--- config.mk ---
export PLATFORM = sky130hd
export DESIGN_NAME = fetch_unit_flat
export DESIGN_NICKNAME = d
export VERILOG_FILES = /design/src/rtl/fetch_unit_if.sv /design/src/rtl/fetch_unit.sv /design/src/flat_wrapper.sv
export SDC_FILE = /design/constraint.sdc
export NUM_CORES = 1
export LEC_CHECK = 0
export CAP_MARGIN = 20
export CORE_MARGIN = 5
export CORE_UTILIZATION = 25
export CTS_CLUSTER_SIZE = 28
export DETAILED_ROUTE_END_ITERATION = 7
export GPL_TIMING_DRIVEN = 0
export PLACE_DENSITY = 0.46
export SETUP_SLACK_MARGIN = 0.05
export SLEW_MARGIN = 10
export SYNTH_ARGS = -nofsm -noshare
export SYNTH_HDL_FRONTEND = slang
export SYNTH_SLANG_ARGS = --single-unit
--- constraint.sdc ---
create_clock -name clk_i -period 4.6 [get_ports clk_i]
set_clock_uncertainty 0.05 [all_clocks]
set_input_delay 0.69 -clock clk_i [delete_from_list [all_inputs] [get_ports clk_i]]
set_output_delay 0.69 -clock clk_i [all_outputs]
set_load 0.005 [all_outputs]
--- src/rtl/fetch_unit_if.sv ---
// rtl/fetch_unit_if.sv - fetch unit control, instruction-memory and instruction-stream bundle
//
// Signals (direction as seen from the fetch unit, master modport):
//   enable_i        in   fetching permitted
//   redirect_i      in   one-cycle PC replacement pulse
//   redirect_addr_i in   redirect target, bits [1:0] ignored
//   mem_req_o       out  instruction-memory read request
//   mem_addr_o      out  word-aligned read address
//   mem_ack_i       in   one-cycle read completion, data valid same cycle
//   mem_data_i      in   instruction word from memory
//   instr_valid_o   out  instr_o/instr_pc_o hold a valid instruction
//   instr_o         out  fetched instruction
//   instr_pc_o      out  address the instruction was fetched from
//   instr_ready_i   in   downstream accepts when valid && ready
interface fetch_unit_if;
    logic        enable_i;
    logic        redirect_i;
    logic [31:0] redirect_addr_i;
    logic        mem_req_o;
    logic [31:0] mem_addr_o;
    logic        mem_ack_i;
    logic [31:0] mem_data_i;
    logic        instr_valid_o;
    logic [31:0] instr_o;
    logic [31:0] instr_pc_o;
    logic        instr_ready_i;

    modport master (
        input  enable_i, redirect_i, redirect_addr_i, mem_ack_i, mem_data_i, instr_ready_i,
        output mem_req_o, mem_addr_o, instr_valid_o, instr_o, instr_pc_o
    );

    modport slave (
        output enable_i, redirect_i, redirect_addr_i, mem_ack_i, mem_data_i, instr_ready_i,
        input  mem_req_o, mem_addr_o, instr_valid_o, instr_o, instr_pc_o
    );
endinterface

--- src/rtl/fetch_unit.sv ---
// rtl/fetch_unit.sv - single-outstanding instruction fetch unit with redirect support
//
// Ports:
//   clk_i    in  sole clock, rising edge
//   reset_i  in  asynchronous active-high reset
//   bus      fetch_unit_if.master: control, memory request/ack, instruction output
// Parameter:
//   RESET_ADDR  fetch address loaded on reset
module fetch_unit #(
    parameter logic [31:0] RESET_ADDR = 32'h00100500
) (
    input  logic          clk_i,
    input  logic          reset_i,
    fetch_unit_if.master  bus
);

    typedef enum logic [1:0] {
        IDLE = 2'd0,
        REQ  = 2'd1,
        HOLD = 2'd2
    } state_t;

    state_t      state;
    logic [31:0] pc;
    logic [31:0] pending;
    logic        discard;
    logic        req_q;
    logic        valid_q;
    logic [31:0] instr_q;
    logic [31:0] instr_pc_q;

    logic [31:0] target;
    assign target = {bus.redirect_addr_i[31:2], 2'b00};

    // The request address is the PC register itself; a redirect arriving while
    // a request is outstanding is parked in 'pending' so the address stays put.
    assign bus.mem_addr_o    = pc;
    assign bus.mem_req_o     = req_q;
    assign bus.instr_valid_o = valid_q;
    assign bus.instr_o       = instr_q;
    assign bus.instr_pc_o    = instr_pc_q;

    always_ff @(posedge clk_i or posedge reset_i) begin
        if (reset_i) begin
            state      <= IDLE;
            pc         <= {RESET_ADDR[31:2], 2'b00};
            pending    <= 32'h0;
            discard    <= 1'b0;
            req_q      <= 1'b0;
            valid_q    <= 1'b0;
            instr_q    <= 32'h0;
            instr_pc_q <= 32'h0;
        end else begin
            unique case (state)
                IDLE: begin
                    if (bus.redirect_i) begin
                        pc <= target;
                    end
                    if (bus.enable_i) begin
                        state <= REQ;
                        req_q <= 1'b1;
                    end
                end

                REQ: begin
                    if (bus.mem_ack_i) begin
                        if (bus.redirect_i) begin
                            // Redirect wins over the returning word and any parked target.
                            pc      <= target;
                            discard <= 1'b0;
                            state   <= bus.enable_i ? REQ : IDLE;
                            req_q   <= bus.enable_i;
                        end else if (discard) begin
                            // Word belongs to the pre-redirect stream; now switch PC.
                            pc      <= pending;
                            discard <= 1'b0;
                            state   <= bus.enable_i ? REQ : IDLE;
                            req_q   <= bus.enable_i;
                        end else begin
                            instr_q    <= bus.mem_data_i;
                            instr_pc_q <= pc;
                            valid_q    <= 1'b1;
                            pc         <= pc + 32'd4;
                            state      <= HOLD;
                            req_q      <= 1'b0;
                        end
                    end else if (bus.redirect_i) begin
                        pending <= target;
                        discard <= 1'b1;
                    end
                end

                HOLD: begin
                    if (bus.redirect_i) begin
                        // Flush the held instruction even if it is being accepted.
                        pc      <= target;
                        valid_q <= 1'b0;
                        state   <= bus.enable_i ? REQ : IDLE;
                        req_q   <= bus.enable_i;
                    end else if (bus.instr_ready_i) begin
                        valid_q <= 1'b0;
                        state   <= bus.enable_i ? REQ : IDLE;
                        req_q   <= bus.enable_i;
                    end
                end

                default: begin
                    state <= IDLE;
                    req_q <= 1'b0;
                end
            endcase
        end
    end

endmodule

--- src/flat_wrapper.sv ---
// flat-port wrapper written by rule: the top's interface ports become plain ports
module fetch_unit_flat 
#(
    parameter logic [31:0] RESET_ADDR = 32'h00100500
)
  (clk_i, reset_i, bus_enable_i, bus_redirect_i, bus_redirect_addr_i, bus_mem_ack_i, bus_mem_data_i, bus_instr_ready_i, bus_mem_req_o, bus_mem_addr_o, bus_instr_valid_o, bus_instr_o, bus_instr_pc_o);
  fetch_unit_if bus_i ();
  input  logic clk_i;
  input  logic reset_i;
  input wire logic [$bits(bus_i.enable_i)-1:0] bus_enable_i;
  input wire logic [$bits(bus_i.redirect_i)-1:0] bus_redirect_i;
  input wire logic [$bits(bus_i.redirect_addr_i)-1:0] bus_redirect_addr_i;
  input wire logic [$bits(bus_i.mem_ack_i)-1:0] bus_mem_ack_i;
  input wire logic [$bits(bus_i.mem_data_i)-1:0] bus_mem_data_i;
  input wire logic [$bits(bus_i.instr_ready_i)-1:0] bus_instr_ready_i;
  output wire logic [$bits(bus_i.mem_req_o)-1:0] bus_mem_req_o;
  output wire logic [$bits(bus_i.mem_addr_o)-1:0] bus_mem_addr_o;
  output wire logic [$bits(bus_i.instr_valid_o)-1:0] bus_instr_valid_o;
  output wire logic [$bits(bus_i.instr_o)-1:0] bus_instr_o;
  output wire logic [$bits(bus_i.instr_pc_o)-1:0] bus_instr_pc_o;
  assign bus_i.enable_i = bus_enable_i;
  assign bus_i.redirect_i = bus_redirect_i;
  assign bus_i.redirect_addr_i = bus_redirect_addr_i;
  assign bus_i.mem_ack_i = bus_mem_ack_i;
  assign bus_i.mem_data_i = bus_mem_data_i;
  assign bus_i.instr_ready_i = bus_instr_ready_i;
  assign bus_mem_req_o = bus_i.mem_req_o;
  assign bus_mem_addr_o = bus_i.mem_addr_o;
  assign bus_instr_valid_o = bus_i.instr_valid_o;
  assign bus_instr_o = bus_i.instr_o;
  assign bus_instr_pc_o = bus_i.instr_pc_o;
  fetch_unit #(.RESET_ADDR(RESET_ADDR)) u_core (.clk_i(clk_i), .reset_i(reset_i), .bus(bus_i));
endmodule
==> results of run 1 <==
flip-flops by register name (all words and copies together), names as in the netlist:
name,cells
u_core.bus.mem_addr_o,30
u_core.state,2
u_core.pending,30
u_core.bus.instr_valid_o,1
u_core.bus.instr_pc_o,30
u_core.discard,1
u_core.bus.instr_o,32
power groups by stage:
stage,Clock (W),Combinational [W],Sequential (W)
after global placement,0,0.00186,0.00201
after CTS,0.00140,0.00187,0.00200
after global routing,0.00144,0.00203,0.00208
after floorplan,0,0.000755,0.00195
after detailed placement,0,0.00187,0.00202
final,0.00136,0.00184,0.00199
cell usage in the layout, fill, tap and decap left out, drive strengths merged, types with 2 or more instances in the layout:
cell,count
xor2,11
o31ai,2
nand3,14
a221oi,8
nand2,214
nor2,19
a21oi,18
clkinv,3
o21ai,33
dfrtp,123
nand4,9
dfstp,3
xnor2,8
a21boi,3
nor4,4
nand3b,2
a31oi,7
bufinv,2
mux2,29
clkbuf,50
and3,18
conb,4
o22a,2
nor3,10
clkdlybuf4s50,160
a32o,3
and2,6
a211o,2
nand2b,4
a211oi,3
a221o,4
o211ai,3
buf,15
inv,6
clkinvlp,5
through the flow:
stage,setup TNS (ps),setup WS [ps],power [W],util
final,0,1800,0.00519,0.365
after global routing,0,1570,0.00554,0.365
after CTS,0,1570,0.00528,0.365
after detailed placement,0,1120,0.00389,0.340
after global placement,-231320,-1890,0.00386,0.338
after floorplan,0,509,0.00270,-
final cells by class:
class / instances / area [µm²]
Inverter: 6 / 27.5
Multi-Input combinational cell: 455 / 2510
Fill cell: 2378 / 14800
Timing Repair Buffer: 162 / 1630
Clock buffer: 22 / 474
Clock inverter: 10 / 113
Tap cell: 319 / 399
Sequential cell: 126 / 3160
Buffer: 41 / 178
worst max path at each step:
stage,to,from,cells after the start,slack [ps]
after floorplan,u_core.bus.instr_o[0],reset_i,1,510
after global placement,u_core.bus.instr_pc_o[7],reset_i,2,-1890
after detailed placement,u_core.bus.instr_pc_o[5],bus_mem_ack_i,6,1120
after CTS,u_core.bus.instr_pc_o[5],bus_mem_ack_i,6,1570
after global routing,u_core.bus.instr_pc_o[26],bus_mem_ack_i,8,1570
final,u_core.bus.instr_pc_o[28],bus_mem_ack_i,8,1800
cells by family after synthesis:
| group | count (synthesis) | share of synthesized area |
|---|---|---|
| adder cells (fa/ha/maj) | 1 | 0.00214 |
| flip-flops | 126 | 0.539 |
| AND/OR/NAND/NOR | 303 | 0.229 |
| multiplexers | 30 | 0.0575 |
| XOR/XNOR | 19 | 0.0284 |
| other | 1 | 0.000640 |
| AO/OA/AOI/OAI | 98 | 0.110 |
| buffers and inverters | 47 | 0.0342 |
critical path, cell delays in order:
cell             delay, ps
clkdlybuf4s50_1        580
nand3b_1               250
nor2_1                 560
nand2_1                200
buf_2                  240
clkbuf_1               310
nand2_1                160
nand2_1                 60
metal layers:
layer / track usage / share of wire
met1: 0.211 / 0.47
met2: 0.243 / 0.46
met3: 0.0368 / 0.065
met4: 0.0423 / 0.010
met5: 0 / 0
==> flow_summary.yaml, run 1 <==
sta:
  setup_viol: 0
  worst_pin_slew_ps: 840
  finalCritPeriodShare: 0.609
  slew_viol_final: 0
  rsz0062_at_grt: "false"
  finalHoldViolCount: 0
  relSlewSlack: 0.435
  final.min_clock_period_ps: 2800
  fmax_mhz: 357
  hold-worst-slack_ps: 421
synthesis:
  synthArstFlopShare: 1.00
  synth_seq_cells: 126
  syn_avg_cell_area_um2: 9.37
  netlist_instances: 625
  synthFlopType: "dfrtp_1"
  synth-edff-count: 0
  synth_top_area_share: 0.526
  yosys.area.top_type: "dfrtp_1"
  yosys-top-cells-count: "nand2_1, dfrtp_1, clkbuf_1, mux2_1"
  ys_warn_count: 0
  yosysMostFrequentCell: "nand2_1"
  yosysSeqAreaShare: 0.539
  synthDistinctLibCells: 57
  synth_area_um2: 5860
  synthTopCellsByArea: "dfrtp_1, nand2_1, mux2_1"
power_and_ir_drop:
  p_comb_frac: 0.354
  power_density_nw_per_um2: 611
  p_int_w: 0.00348
  clkPwrFrac: 0.261
  p_leak_nw: 3.71
  p_sw_frac: 0.328
  vdd_drop_max_uv: 222
  p_switching_w: 0.00170
  p_seq_frac: 0.385
global_route:
  grt_pass1_vias: 5201
  grt_overflow: 0
  grt_pass1_wl_mm: 31.3
  grt_max_degree: 66
  track_usage: 0.153
  antenna_found_initial: 0
placement:
  placed_area_um2: 7900
  io_buffers: 160
  place_hpwl_mm: 14.4
  gp_congestion: 0.794
  dpl.cell_count: 1108
floorplan:
  core_um2: 23300
  rows: 56
  num_io_pins: 168
  die_y_um: 163
  floorplan.initialDensity: 0.252
  die_area_um2: 26600
  die_x_um: 163
detailed_routing:
  ant_nets: 0
  drt-vias-per-instance: 4.50
  vias: 5139
  drt_pass1_iterations: 4
  routedWlPerCell_um: 17.7
  drc: 0
  wirelength_mm: 20.2
  first_iter_violations: 303
flow_run:
  timing.max_cap.violations: 0
cts:
  cts_tree: "done"
  ctsResizeCount: 0
  clkSinkCount: 126
  clock_tree.root_cell: "clkbuf_16"
  clk_latency_ps: 420
  clk_path_buf_depth: 2
  h-tree-depth: 4
  post_cts_buffers: 0
  cts_hold_buf: 0
  cts_buffers: 17
  clk_pin_slew_ps: 60
setup_path:
  cp.arrival_ps: 3050
  r2r_cells: 8
  cp-start-kind: "input port"
  endpoint_kind: "flip-flop"
  reg2reg_setup_slack_ps: 2110
  cp_max_fo: 10
  r2r-end: "u_core.bus.instr_pc_o[28]"
  required_ps: 4850
  rr_startpoint: "u_core.state[0]"
  criticalPathCategory: "in -> reg"
layout:
  diodes: 0
  final_layout_size_suffix_gt1_frac: 0.0803
  layout.nets: 880
  area_growth_pct: 45.0
  design_area_um2: 8490
  final_cells: 1141
worst_hold_path:
  hold_end: "u_core.bus.instr_o[16]"
  hold_class: "reg -> reg"
  worstHoldStart: "u_core.bus.instr_o[16]"
  hold_depth: 2
status:
  status: "completed"
Note: power is estimated with default switching activity, not from simulation.
==> run 2: changes to the inputs <==
--- a/config.mk
+++ b/config.mk
@@ -11,7 +11,7 @@
 export CTS_CLUSTER_SIZE = 28
 export DETAILED_ROUTE_END_ITERATION = 7
 export GPL_TIMING_DRIVEN = 0
-export PLACE_DENSITY = 0.46
+export PLACE_DENSITY = 0.48
 export SETUP_SLACK_MARGIN = 0.05
 export SLEW_MARGIN = 10
 export SYNTH_ARGS = -nofsm -noshare
==> constraint.sdc (replaced) <==
create_clock -name clk_i -period 2.47 [get_ports clk_i]
set_clock_uncertainty 0.05 [all_clocks]
set_input_delay 0.3705 -clock clk_i [delete_from_list [all_inputs] [get_ports clk_i]]
set_output_delay 0.3705 -clock clk_i [all_outputs]
set_load 0.005 [all_outputs]
==> flow_summary.yaml, run 2 (same netlist as run 1, synthesis figures left out) <==
detailed_routing:
  ant_nets: 0
  drc: 0
  drt_pass1_iterations: 5
  vias: 5137
  wirelength_mm: 20.2
  routedWlPerCell_um: 17.7
  drt-vias-per-instance: 4.50
  first_iter_violations: 270
setup_path:
  slowest_delay_ps: 560
  crit_path_frequent_cell: "o21ai_0"
  criticalPathCategory: "reg -> reg"
  cp-start-kind: "flip-flop"
  cp_slowest_cell: "clkbuf_1"
  cp_max_fo: 10
  required_ps: 2740
  crit_family: "buffers and inverters"
  endpoint_kind: "flip-flop"
  path_buf_inv: 2
  cp.arrival_ps: 2570
  crit_chain: "buf_2 -> nor2b_1 -> clkbuf_1 -> o21ai_0 -> nand3_1 -> o21ai_0 -> a311oi_1"
layout:
  final_cell_mix: "nand2_1, clkdlybuf4s50_1, dfrtp_1"
  design_area_um2: 8610
  largest_register_ffs: 32
  final_layout_size_suffix_gt1_frac: 0.0948
  layout.nets: 881
  area_growth_pct: 47.0
  final_util: 0.370
  diodes: 0
  final_common_cell: "nand2_1"
floorplan:
  die_y_um: 163
  floorplan.initialDensity: 0.252
  core_um2: 23300
  die_area_um2: 26600
  rows: 56
  die_x_um: 163
  num_io_pins: 168
cts:
  post_cts_buffers: 0
  clk_pin_slew_ps: 60
  h-tree-depth: 4
  clk_latency_ps: 420
  cts_tree: "done"
  clkSinkCount: 126
  clk_path_buf_depth: 2
  cts_buffers: 17
  clock_tree.root_cell: "clkbuf_16"
power_and_ir_drop:
  p_sw_frac: 0.320
  p_leak_nw: 3.78
  vdd_drop_max_uv: 430
  power_density_nw_per_um2: 1150
  p_seq_frac: 0.377
  p_int_w: 0.00673
  p_comb_frac: 0.344
  p_switching_w: 0.00316
  clkPwrFrac: 0.279
  finalPower_w: 0.00989
sta:
  fmax_mhz: 435
  rsz0062_at_grt: "false"
  slew_viol_final: 0
  setup_viol: 0
  relSlewSlack: 0.451
  worst_pin_slew_ps: 816
  hold-worst-slack_ps: 209
  final.min_clock_period_ps: 2300
  finalHoldViolCount: 0
  finalCritPeriodShare: 0.931
global_route:
  grt_max_degree: 32
  grt_pass1_vias: 5221
  track_usage: 0.154
  grt_overflow: 0
  antenna_found_initial: 0
  grt_pass1_wl_mm: 31.0
placement:
  placed_area_um2: 7950
  place_hpwl_mm: 14.5
  gp_congestion: 0.815
  io_buffers: 160
flow_run:
  timing.max_cap.violations: 0
status:
  status: "completed"
worst_hold_path:
  hold_class: "in -> async"
[run 2: cell types whose count changed in the layout (fill, tap and decap cells not counted), moves of 2 or more]
| cell | change |
|---|---|
| nor3_1 | -2 |
| buf_12 | +4 |
| bufinv_16 | +2 |
| clkbuf_1 | -8 |
| nor3_2 | +2 |
| clkbuf_2 | +5 |
| clkinvlp_4 | -2 |
[run 2: area by class of cell]
| type | instances | area, µm² |
|---|---|---|
| Buffer | 40 | 181 |
| Clock buffer | 22 | 484 |
| Clock inverter | 10 | 159 |
| Fill cell | 2383 | 14700 |
| Inverter | 6 | 26.3 |
| Multi-Input combinational cell | 455 | 2520 |
| Sequential cell | 126 | 3160 |
| Tap cell | 319 | 399 |
| Timing Repair Buffer | 164 | 1680 |
[run 2: timing repair]
item,in CTS,in global routing
resized for setup,2,13
endpoints found under the hold margin,0,0
hold buffers,0,0
endpoints found under the setup margin,30,22
[run 2: routing by layer]
metal	track usage	up-vias	part of all wire
li1	-	2499	-
met1	0.214	2450	0.48
met2	0.239	171	0.45
met3	0.0409	17	0.059
met4	0.0355	0	0.0088
met5	0	-	0
[run 2: final timing paths]
path	start	end	slack [ps]	cells past startpoint
setup / recovery	u_core.state[0]	u_core.bus.mem_addr_o[22]	170	7
hold / removal	reset_i	u_core.bus.instr_o[1]	210	2
setup reg to reg	u_core.state[0]	u_core.bus.mem_addr_o[22]	170	7
hold reg to reg	u_core.bus.instr_o[26]	u_core.bus.instr_o[26]	420	2
max in group asynchronous	reset_i	u_core.bus.mem_addr_o[8]	1160	5
min in group clk_i	bus_redirect_i	u_core.state[1]	260	2
[run 2: worst register-to-register path, cell delays in order (launching register included)]
cell and delay (ps):
dfrtp_1 340, buf_2 180, nor2b_1 470, clkbuf_1 560, o21ai_0 190, nand3_1 120
o21ai_0 90, a311oi_1 220
[run 2: per-stage QoR]
| step | worst slack (ps) | cells | setup TNS, ps |
|---|---|---|---|
| 6_report | 170 | 1142 | 0 |
| 3_5_place_dp | -553 | 1111 | -26680 |
| 4_1_cts | 141 | 1143 | 0 |
| 2_1_floorplan | 499 | 628 | 0 |
| 5_1_grt | 55.0 | 1142 | 0 |
| 3_3_place_gp | -1000 | 1107 | -152850 |
[run 2: power groups by stage]
stage	sequential (W)	combinational, W	clock [W]
after global routing	0.00388	0.00377	0.00290
after floorplan	0.00362	0.00141	0
after CTS	0.00372	0.00348	0.00284
final	0.00373	0.00340	0.00276
after global placement	0.00373	0.00344	0
after detailed placement	0.00375	0.00346	0
